[src/rtl/adder_pkg.sv]
// Shared widths, beat classification and result saturation for the adder tree.
package adder_pkg;

  // Widest signed value the saturation helper handles; must cover the accumulator.
  localparam int unsigned MAXW = 128;

  // How the output stage treats a tree sum.
  typedef enum logic [1:0] {
    BEAT_PLAIN = 2'd0,  // standalone beat, emitted on its own
    BEAT_MID   = 2'd1,  // accumulation beat that is not the last of its burst
    BEAT_LAST  = 2'd2   // closing beat of a burst, emits the running total
  } beat_e;

  // Saturation result: candidate output value plus out-of-range flag.
  typedef struct packed {
    logic             ovf;
    logic [MAXW-1:0]  val;
  } sat_t;

  // Ceiling log2, with clog2(1) = 0.
  function automatic int unsigned clog2(input int unsigned n);
    int unsigned r;
    int unsigned v;
    r = 0;
    for (v = 1; v < n; v = v << 1) r++;
    return r;
  endfunction

  // Number of registered tree levels for a given operand count.
  function automatic int unsigned lvl_of(input int unsigned num);
    return clog2(num);
  endfunction

  // Accumulator width: tree result width plus guard bits.
  function automatic int unsigned accw_of(input int unsigned width, input int unsigned num,
                                          input int unsigned guard);
    return width + clog2(num) + guard;
  endfunction

  // Operand count present at tree level s (level 0 is the raw input).
  function automatic int unsigned cnt_at(input int unsigned num, input int unsigned s);
    return (num + (32'd1 << s) - 32'd1) >> s;
  endfunction

  // Classify a tree sum from its sideband bits.
  function automatic beat_e beat_kind(input logic acc, input logic last);
    if (!acc)      return BEAT_PLAIN;
    else if (last) return BEAT_LAST;
    else           return BEAT_MID;
  endfunction

  // Range-check r against signed w bits; clamp when sat is set, pass through otherwise.
  function automatic sat_t saturate(input logic signed [MAXW-1:0] r, input int unsigned w,
                                    input logic sat);
    logic signed [MAXW-1:0] one;
    logic signed [MAXW-1:0] hi;
    logic signed [MAXW-1:0] lo;
    sat_t                   res;
    one    = '0;
    one[0] = 1'b1;
    hi     = (one <<< (w - 32'd1)) - one;
    lo     = -hi - one;
    res.ovf = (r > hi) || (r < lo);
    res.val = r;
    if (sat && (r > hi))      res.val = hi;
    else if (sat && (r < lo)) res.val = lo;
    return res;
  endfunction

endpackage

[src/rtl/adder_stage.sv]
// One registered level of the adder tree: sums adjacent operand pairs, widening by one bit.
module adder_stage
  import adder_pkg::*;
#(
  parameter int unsigned NUM_IN = 2,
  parameter int unsigned W_IN   = 32
) (
  input  logic                                  clk,
  input  logic                                  rst,
  input  logic                                  en,
  input  logic [NUM_IN*W_IN-1:0]                opnd,
  input  logic                                  vld,
  input  logic                                  acc,
  input  logic                                  last,
  output logic [((NUM_IN+1)/2)*(W_IN+1)-1:0]    sum,
  output logic                                  sum_vld,
  output logic                                  sum_acc,
  output logic                                  sum_last
);

  localparam int unsigned NUM_OUT = (NUM_IN + 1) / 2;
  localparam int unsigned W_OUT   = W_IN + 1;

  logic [NUM_OUT*W_OUT-1:0] sum_nxt;

  // Pairwise sign-extended sums; an odd trailing operand is paired with zero.
  for (genvar k = 0; k < NUM_OUT; k++) begin : g_pair
    logic signed [W_OUT-1:0] a;
    logic signed [W_OUT-1:0] b;
    assign a = {opnd[(2*k+1)*W_IN-1], opnd[2*k*W_IN +: W_IN]};
    if (2*k + 1 < NUM_IN) begin : g_two
      assign b = {opnd[(2*k+2)*W_IN-1], opnd[(2*k+1)*W_IN +: W_IN]};
    end else begin : g_pad
      assign b = '0;
    end
    assign sum_nxt[k*W_OUT +: W_OUT] = a + b;
  end

  // Level register with sideband; holds while the pipeline is stalled.
  always_ff @(posedge clk) begin
    if (!rst) begin
      sum      <= '0;
      sum_vld  <= 1'b0;
      sum_acc  <= 1'b0;
      sum_last <= 1'b0;
    end else if (en) begin
      sum      <= sum_nxt;
      sum_vld  <= vld;
      sum_acc  <= acc;
      sum_last <= last;
    end
  end

endmodule

[src/rtl/adder_tree_pipe.sv]
// Pipelined signed adder tree with optional burst accumulation and output saturation.
module adder_tree_pipe
  import adder_pkg::*;
#(
  parameter int unsigned NUM   = 8,
  parameter int unsigned WIDTH = 32,
  parameter int unsigned GUARD = 8,
  parameter bit          SAT   = 1'b1
) (
  input  logic                  clk,
  input  logic                  rst,
  input  logic [NUM*WIDTH-1:0]  i,
  input  logic                  i_valid,
  input  logic                  i_acc,
  input  logic                  i_last,
  output logic                  i_ready,
  output logic [WIDTH-1:0]      o,
  output logic                  o_valid,
  output logic                  o_ovf,
  input  logic                  o_ready
);

  localparam int unsigned LVL  = lvl_of(NUM);
  localparam int unsigned TW   = WIDTH + LVL;
  localparam int unsigned ACCW = accw_of(WIDTH, NUM, GUARD);

  logic                  adv;
  logic signed [TW-1:0]  tsum;
  logic                  t_vld;
  logic                  t_acc;
  logic                  t_last;

  // Whole pipeline advances together whenever the output register can be refilled.
  assign adv     = o_ready | ~o_valid;
  assign i_ready = adv;

  if (LVL == 0) begin : g_flat
    // Single operand: no tree levels, the output stage sees the input directly.
    assign tsum   = i;
    assign t_vld  = i_valid;
    assign t_acc  = i_acc;
    assign t_last = i_last;
  end else begin : g_tree
    for (genvar s = 1; s <= LVL; s++) begin : g_lvl
      localparam int unsigned NI = cnt_at(NUM, s - 1);
      localparam int unsigned NO = cnt_at(NUM, s);
      localparam int unsigned WI = WIDTH + s - 1;

      logic [NI*WI-1:0]      opnd;
      logic                  vld;
      logic                  acc;
      logic                  last;
      logic [NO*(WI+1)-1:0]  sum;
      logic                  sum_vld;
      logic                  sum_acc;
      logic                  sum_last;

      if (s == 1) begin : g_src
        assign opnd = i;
        assign vld  = i_valid;
        assign acc  = i_acc;
        assign last = i_last;
      end else begin : g_chain
        assign opnd = g_lvl[s-1].sum;
        assign vld  = g_lvl[s-1].sum_vld;
        assign acc  = g_lvl[s-1].sum_acc;
        assign last = g_lvl[s-1].sum_last;
      end

      adder_stage #(
        .NUM_IN (NI),
        .W_IN   (WI)
      ) u_stage (
        .clk      (clk),
        .rst      (rst),
        .en       (adv),
        .opnd     (opnd),
        .vld      (vld),
        .acc      (acc),
        .last     (last),
        .sum      (sum),
        .sum_vld  (sum_vld),
        .sum_acc  (sum_acc),
        .sum_last (sum_last)
      );
    end

    assign tsum   = g_lvl[LVL].sum;
    assign t_vld  = g_lvl[LVL].sum_vld;
    assign t_acc  = g_lvl[LVL].sum_acc;
    assign t_last = g_lvl[LVL].sum_last;
  end

  logic signed [ACCW-1:0]  acc;
  logic                    burst;
  logic signed [ACCW-1:0]  t_ext;
  logic signed [ACCW-1:0]  rsum;
  logic signed [ACCW-1:0]  rsel;
  logic signed [MAXW-1:0]  rwide;
  logic                    emit;
  beat_e                   kind;
  sat_t                    sres;

  // Result selection: running total for accumulation beats, raw tree sum otherwise.
  always_comb begin
    t_ext = ACCW'(tsum);
    rsum  = (burst ? acc : '0) + t_ext;
    kind  = beat_kind(t_acc, t_last);
    rsel  = (kind == BEAT_PLAIN) ? t_ext : rsum;
    emit  = t_vld && (kind != BEAT_MID);
    rwide = MAXW'(rsel);
    sres  = saturate(rwide, WIDTH, SAT);
  end

  // Output register and burst accumulator; both frozen during a stall.
  always_ff @(posedge clk) begin
    if (!rst) begin
      o       <= '0;
      o_valid <= 1'b0;
      o_ovf   <= 1'b0;
      acc     <= '0;
      burst   <= 1'b0;
    end else if (adv) begin
      o_valid <= emit;
      if (emit) begin
        o     <= WIDTH'(sres.val);
        o_ovf <= sres.ovf;
      end
      if (t_vld && (kind == BEAT_MID)) begin
        acc   <= rsum;
        burst <= 1'b1;
      end else if (t_vld && (kind == BEAT_LAST)) begin
        acc   <= '0;
        burst <= 1'b0;
      end
    end
  end

endmodule

[config.mk]
export PLATFORM = sky130hd
export DESIGN_NAME = adder_tree_pipe
export DESIGN_NICKNAME = d
export VERILOG_FILES = /design/src/rtl/adder_pkg.sv /design/src/rtl/adder_stage.sv /design/src/rtl/adder_tree_pipe.sv
export SDC_FILE = /design/constraint.sdc
export NUM_CORES = 1
export LEC_CHECK = 0
export BUFFER_PORTS_ARGS = -buffer_cell sky130_fd_sc_hd__buf_2
export CAP_MARGIN = 10
export CORE_MARGIN = 4
export CORE_UTILIZATION = 25
export CTS_CLUSTER_SIZE = 16
export DETAILED_ROUTE_END_ITERATION = 16
export GPL_ROUTABILITY_DRIVEN = 0
export PLACE_DENSITY = 0.41
export SLEW_MARGIN = 20
export SYNTH_ARGS = -nofsm -noshare
export SYNTH_HDL_FRONTEND = slang
export SYNTH_SLANG_ARGS = --single-unit
[constraint.sdc]
create_clock -name clk -period 3.6 [get_ports clk]
set_input_delay 0.36 -clock clk [delete_from_list [all_inputs] [get_ports clk]]
set_output_delay 0.36 -clock clk [all_outputs]
set_load 0.005 [all_outputs]
# Yosys cells after proc, flatten, opt, wreduce, memory -nomap -nowiden
# Cells that the tools add are included.
dict set report word_totals {
  in_bits 262
  output_inout_bits 35
  reg_bits 322
  wordCells 50
}
dict set report classes {
  bitwise 2
  magnitude_cmp 2
  n_reduce_logical 8
  n_addsub 8
  eq_ne 3
  mux 10
}
# operator count
set ops {}
lappend ops {{2-to-1 mux 43 bit} 4}
lappend ops {{adder 32 x 32 -> 33 bit} 4}
lappend ops {{adder 33 x 33 -> 34 bit} 2}
lappend ops {{2-to-1 mux 32 bit} 2}
lappend ops {{adder 43 bit} 1}
lappend ops {{greater-than comparator 43 x 32 -> 1 bit (second input constant)} 1}
lappend ops {{< comparator 43 x 32 -> 1 bit (second input constant)} 1}
lappend ops {{adder 34 x 34 -> 35 bit} 1}
lappend ops {{2-to-1 mux 2 bit} 2}
lappend ops {{AND reduction 2 bit} 2}
lappend ops {{logical AND 1 bit} 3}
lappend ops {{== test 2 x 1 -> 1 bit (second input constant)} 1}
lappend ops {{== test 2 bit (second input constant)} 1}
lappend ops {{logical NOT 2 bit} 1}
lappend ops {{2-to-1 mux 1 bit} 2}
lappend ops {{inequality test 2 x 1 -> 1 bit (second input constant)} 1}
lappend ops {{nonzero test 2 bit} 1}
lappend ops {{logical OR 1 bit} 1}
lappend ops {{NOT 1 bit} 1}
lappend ops {{OR 1 bit} 1}

# Depth between registers and ports, before layout
dict set report depth {
  ltp_word 7
  mapped_depth 17
  mapped_depth_nobuf 14
}

# Cells and area by module
# From an unflattened synthesis, not the netlist that was laid out.
dict set report unflattened {
  cells_unflattened 3434
  area_unflattened_um2 27622.7
}
# module seq_area_each_um2 area_each_um2 cells_per_inst n_inst
set by_module_without_submodules {}
lappend by_module_without_submodules {{adder_stage at g_tree.g_lvl[1].u_stage} 2702.6 11456.0 1423 1}
lappend by_module_without_submodules {adder_tree_pipe 1561.5 6845.3 853 1}
lappend by_module_without_submodules {{adder_stage at g_tree.g_lvl[2].u_stage} 1421.4 5938.2 738 1}
lappend by_module_without_submodules {{adder_stage at g_tree.g_lvl[3].u_stage} 760.7 3383.2 420 1}

# Worst setup path before layout
# OpenSTA, ideal clock, no wires.
dict set report synth_path {
  path_type {reg2reg}
  from {register burst}
  to {register o[1]}
  slack_ps -311
  t_required_ps 3470
  synth_period_minus_slack_ps 3911
  arrival_time_ps 3781
  n_path_buf 4
  path_stages_with_launch 18
  setup_ps 130
  path_cell_list {dfxtp_1 > clkbuf_1 > clkbuf_1 > and2_1 > ha_1 > clkbuf_1 > nand4_1 > o211ai_1 > a21oi_1 > or3_2 > or3_4 > nand3_1 > xor2_1 > or4_1 > o21a_1 > a211oi_4 > buf_6 > o32ai_2}
}
dict set report synth_between {
  elab_chain_len 6
  elab_cells_between_ends 7
  classes_between {add/sub (1); order compare (2); mux (4)}
}
# item line
set synth_lines {}
lappend synth_lines {{start: declaration} adder_tree_pipe.sv:95} ;# logic burst;
lappend synth_lines {{start signal: assignment} adder_tree_pipe.sv:122} ;# burst <= 1'b0;
lappend synth_lines {{start signal: assignment} adder_tree_pipe.sv:131} ;# burst <= 1'b1;
lappend synth_lines {{start signal: assignment} adder_tree_pipe.sv:134} ;# burst <= 1'b0;
lappend synth_lines {{2-to-1 mux 43 bit *} adder_tree_pipe.sv:107} ;# rsum = (burst ? acc : '0) + t_ext;
lappend synth_lines {{adder 43 bit *} adder_tree_pipe.sv:107}
lappend synth_lines {{2-to-1 mux 43 bit *} adder_tree_pipe.sv:109} ;# rsel = (kind == BEAT_PLAIN) ? t_ext : rsum;
lappend synth_lines {{< comparator 43 x 32 -> 1 bit} adder_pkg.sv:66} ;# else if (sat && (r < lo)) res.val = lo;
lappend synth_lines {{2-to-1 mux 32 bit} adder_pkg.sv:66}
lappend synth_lines {{2-to-1 mux 32 bit *} adder_pkg.sv:65} ;# if (sat && (r > hi)) res.val = hi;
lappend synth_lines {{end signal: assignment} adder_tree_pipe.sv:126} ;# o <= WIDTH'(sres.val);
lappend synth_lines {{end: declaration} adder_tree_pipe.sv:17} ;# output logic [WIDTH-1:0] o,
# Every way passes the cells marked *; elsewhere a longest branch is shown, timed or not.
# A chain may end at the register's enable or synchronous reset.

# Final worst setup path
dict set report layout_path {
  from {register burst}
  to {register o[12]}
}
# Same word-level chain as after synthesis.

==> flow_results.org <==
** Floorplanning
- The initial utilization of the core area, before any placement, comes to 25.3%.
- The die is 324 µm wide.
- Site Rows :: 115
- The die covers 0.105 mm².
- Total core area :: 0.0989 mm²
- Pin placement for this block handled 297 I/O pins.
- The die is 324 µm tall.

** CTS
- In this run the deepest clock path goes through 3 buffers.
- For this design, the CTS-stage hold fixing added 0 buffers.
- Clk slew on worst S/H paths :: 60 ps
- Maximum level of the CTS H-tree :: 2
- In this run the clock root is driven by a clkbuf_16.
- CTS tree :: done
- Counting every sink on the clock net gives 322.
- Number of buffers added by the clock tree synthesis step :: 42
- Clk Latency, worst-skew pair :: 580 ps

** Worst setup path
- In this run the register-to-register setup slack is -340 ps.
- WS Path Type :: flop to flop
- Data on the critical path arrives at its endpoint at 4420 ps.
- For the worst setup path, the data required time is 4080 ps.
- In this design, the largest share of critical-path delay is due to compound AO/OA/AOI/OAI gates.
- Slowest stage cell on the critical path :: or4b_4
- Worst Setup End Kind :: flop
- In this design, the stage delay of the slowest critical-path cell is 490 ps.
- Biggest fanout along the worst timing path :: 8
- The number of buffers and inverters on the critical path is 3.
- CP startpoint kind :: flop
- Worst-path cell chain :: buf_12, and2_4, ha_4, fa_2, a211oi_4, o21ai_4, a211oi_4, o22ai_4, o21ai_4, or4b_4, o21ai_2, nor2_2, nor4_4, a41oi_4, buf_12, buf_16, o32ai_2

** Min path
- Worst hold path class :: input pin to flop

** Global route
- Met3 usage :: 1.85%
- Total congestion overflow after global routing :: 0
- Met1 capacity usage during global routing :: 22.7%
- For this run, global-route usage on met2 was measured as 25.3%.
- Entering global routing, the biggest net connects 117 pins.
- The first global-routing pass estimated 135 mm of wire.
- Global routing consumed, over all layers together, 15.7% of the routing resources.
- Vias in the first global route :: 23,800
- The initial antenna violation count is 7.
- The layer flagged by global routing as most heavily used is met2.

** Final layout
- Of the cells placed in the final design, the portion with a size suffix greater than 1 is 20.4%.
- After the last flow step, the layout net total stands at 4,212.
- # fillers :: 10,700
- Number of cells in the finished layout apart from fillers :: 4,993
- Post-Layout Inst Area :: 0.0317 mm²
- Synthesis-to-layout area growth :: 26.8%

** Status
- The flow ran to the end, but the final reports show violations.
- The checks that failed: setup timing.

** Synth
- Average cell area after synthesis :: 7.77 µm²
- Counting flops with a built-in enable in the synthesized netlist gives 0.
- Yosys reg bits :: 322
- Number of instances in the synthesized netlist :: 3,219
- After synthesis, the netlist uses 92 different library cells.
- For this run, asynchronously set or reset flops after synthesis account for 0%.
- Summing every instance area after synthesis gives 0.0250 mm².
- Sequential share of the synthesized area :: 25.8%
- For this run, the number of Yosys warnings is 0.
- Among all flip-flop cells after synthesis, the most frequent one is dfxtp_1.
- The number of nets handed over by synthesis was 3,759.

** Routing
- The routed layout has 24,000 vias.
- For this run, the detailed router's first-pass iteration total came to 7.
- Count of routing violations after the opening detailed-route iteration :: 1,149
- Post-Route WL :: 86.5 mm
- In the routed layout, each cell is associated on average with a via count of 4.81.
- Average routed wire per standard cell :: 17.3 µm
- Number of nets with antenna violations after detailed routing :: 0
- DRC errors left :: 0

** Power and ir drop
- Fraction of power spent switching nets :: 35.8%
- Sequential cells account for 31.5% of the total power.
- For this design the static power due to leakage is 14.2 nW.
- The internal power of the cells totals 9.32 mW.
- In this run the power spent charging and discharging nets is 5.19 mW.
- In this run, the combinational gates consume 37.3% of the power.
- IR analysis of the VDD net gives a maximum drop of 0.300 mV.
- For this design the ratio of total power to cell area is 457 mW/mm².
- Fraction of power consumed by the clock network :: 31.2%
- Total Power :: 14.5 mW

** STA
- RSZ-0062 raised after global routing :: true
- The number of hold-slack violations in the final timing report is 0.
- Dividing the final minimum period by the clock period gives 110%.
- The number of max-slew violations in the final report was 0.
- Worst Slack Setup Final :: -345 ps
- Max Freq :: 0.254 GHz
- For the final routed database, the setup TNS stands at -9500 ps.
- Final Setup Violations :: 32
- For the finished layout, the period the worst path requires is 3940 ps.
- Slew margin rel. :: 43.4%
- For the final database, setup skew stands at 21.6 ps.
- For the pin with the worst max-slew slack, the measured transition is 848 ps.

** Place
- After legalization and detailed placement, the total HPWL measured 66.9 mm.
- Including well taps, the total number of placed cells is 4,893.
- Post-detailed-placement cell area :: 0.0295 mm²
- Number of buffer cells added on primary ports :: 296

** Flow run
- Across the run, the number of max-cap violations was 0.
-- placed cells by master, fill, tap and decap left out, types with 68 or more instances in the layout --
cell type  instances
buf_2            296
ha_1             253
a21o_1            96
buf_4            232
xnor2_1          138
a21oi_1          391
o21ai_0          188
nand2_1          475
inv_1             94
nor2_1           193
xor2_1            68
dfxtp_1          320
-- repair_timing --
item	in CTS	in global routing
resized for setup	39	42
endpoints found under the setup margin	34	46
cloned	5	3
buffers inserted	11	3
pin swaps	54	18
-- cells by family (layout without fill, tap and decap cells) --
family | Yosys count | in the layout | share of synthesized area [%]
mux | 33 | 33 | 1.32
flops | 322 | 322 | 25.8
fa+ha+maj | 278 | 278 | 14.1
other cells | 0 | 3 | 0
simple gates | 1080 | 1080 | 20.2
xor+xnor | 209 | 209 | 7.31
compound gates | 1060 | 1060 | 27.5
buf+inv | 237 | 721 | 3.80
-- cell type report --
type | instances | area [µm²] | share of cell area [%]
clock buffer | 55 | 1180 | 3.72
timing repair buffer | 550 | 3670 | 11.6
multi-input combinational | 2660 | 18100 | 57.2
tap | 1287 | 1610 | 5.08
antenna | 3 | 7.51 | 0.0237
inverter | 96 | 375 | 1.18
clock inverter | 20 | 294 | 0.927
sequential | 322 | 6450 | 20.3
-- synthesized netlist by cell type (22+ instances only) --
cell      count  area share [%]
and2_1       58             1.4
a211oi_1     51             1.5
clkbuf_1    113             1.7
o21a_1       33            0.99
a21o_1       96             2.9
xnor2_1     140             4.9
or3_1        29            0.72
xor2_1       69             2.4
o21bai_1     29            0.87
a22oi_1      35             1.0
mux2i_1      32             1.3
a21oi_1     397             7.9
a31oi_1      31            0.77
inv_1        94             1.4
nand3_1      58             1.2
o32ai_2      30             1.9
nand2_1     477             7.2
dfxtp_1     322              26
o21ai_0     195             3.9
and3_1       27            0.67
nand2b_1     63             1.6
nor2b_1      27            0.67
nor2_1      200             3.0
ha_1        270              13
nand4_1      24            0.60
nor3_1       52             1.0
o211ai_1     22            0.66
-- worst reg2reg max path: cells and delay by family (launching register included) --
| family | cells | cell delay [ps] |
|---|---|---|
| compound gates | 8 | 1630 |
| fa+ha+maj | 2 | 510 |
| buf+inv | 3 | 490 |
| flops | 1 | 340 |
| simple gates | 4 | 890 |
-- registers in the layout (all words and copies together), names as in the netlist --
signal	flops
acc	43
o	32
g_tree.g_lvl.u_stage.sum_vld	3
g_tree.g_lvl.u_stage.sum_last	3
g_tree.g_lvl.u_stage.sum_acc	3
o_ovf	1
o_valid	1
burst	1
g_tree.g_lvl.u_stage.sum	235
-- layer usage --
| layer | vias to the layer above | share of wire, % |
|---|---|---|
| met5 | - | 0.032 |
| li1 | 12500 | - |
| met3 | 83 | 3.3 |
| met4 | 6 | 1.7 |
| met1 | 11000 | 50 |
| met2 | 374 | 45 |
-- through the flow --
step                util, %  worst slack (ps)  hold slack, ps
floorplan                 -             -36.1             427
global placement       29.9              -375             438
detailed placement     29.9              -378             443
CTS                    31.8              -364            37.6
global route           32.1              -454            56.7
finish                 32.1              -345            70.1
-- worst paths after layout --
kind	start	endpoint	depth (start not counted)
hold reg to reg	acc[37]	acc[37]	2
setup reg to reg	burst	o[12]	17
hold / removal	i_last	g_tree.g_lvl[1].u_stage.sum_last	3
setup / recovery	burst	o[12]	17
-- power groups by stage --
stage,Combinational (mW),Clock (mW),Sequential (mW)
floorplan,3.48,0,4.40
global placement,5.23,0,4.64
detailed placement,5.19,0,4.64
CTS,5.38,4.69,4.57
global route,6.05,4.82,4.62
finish,5.42,4.52,4.57
(Power assumes the default switching activity.)
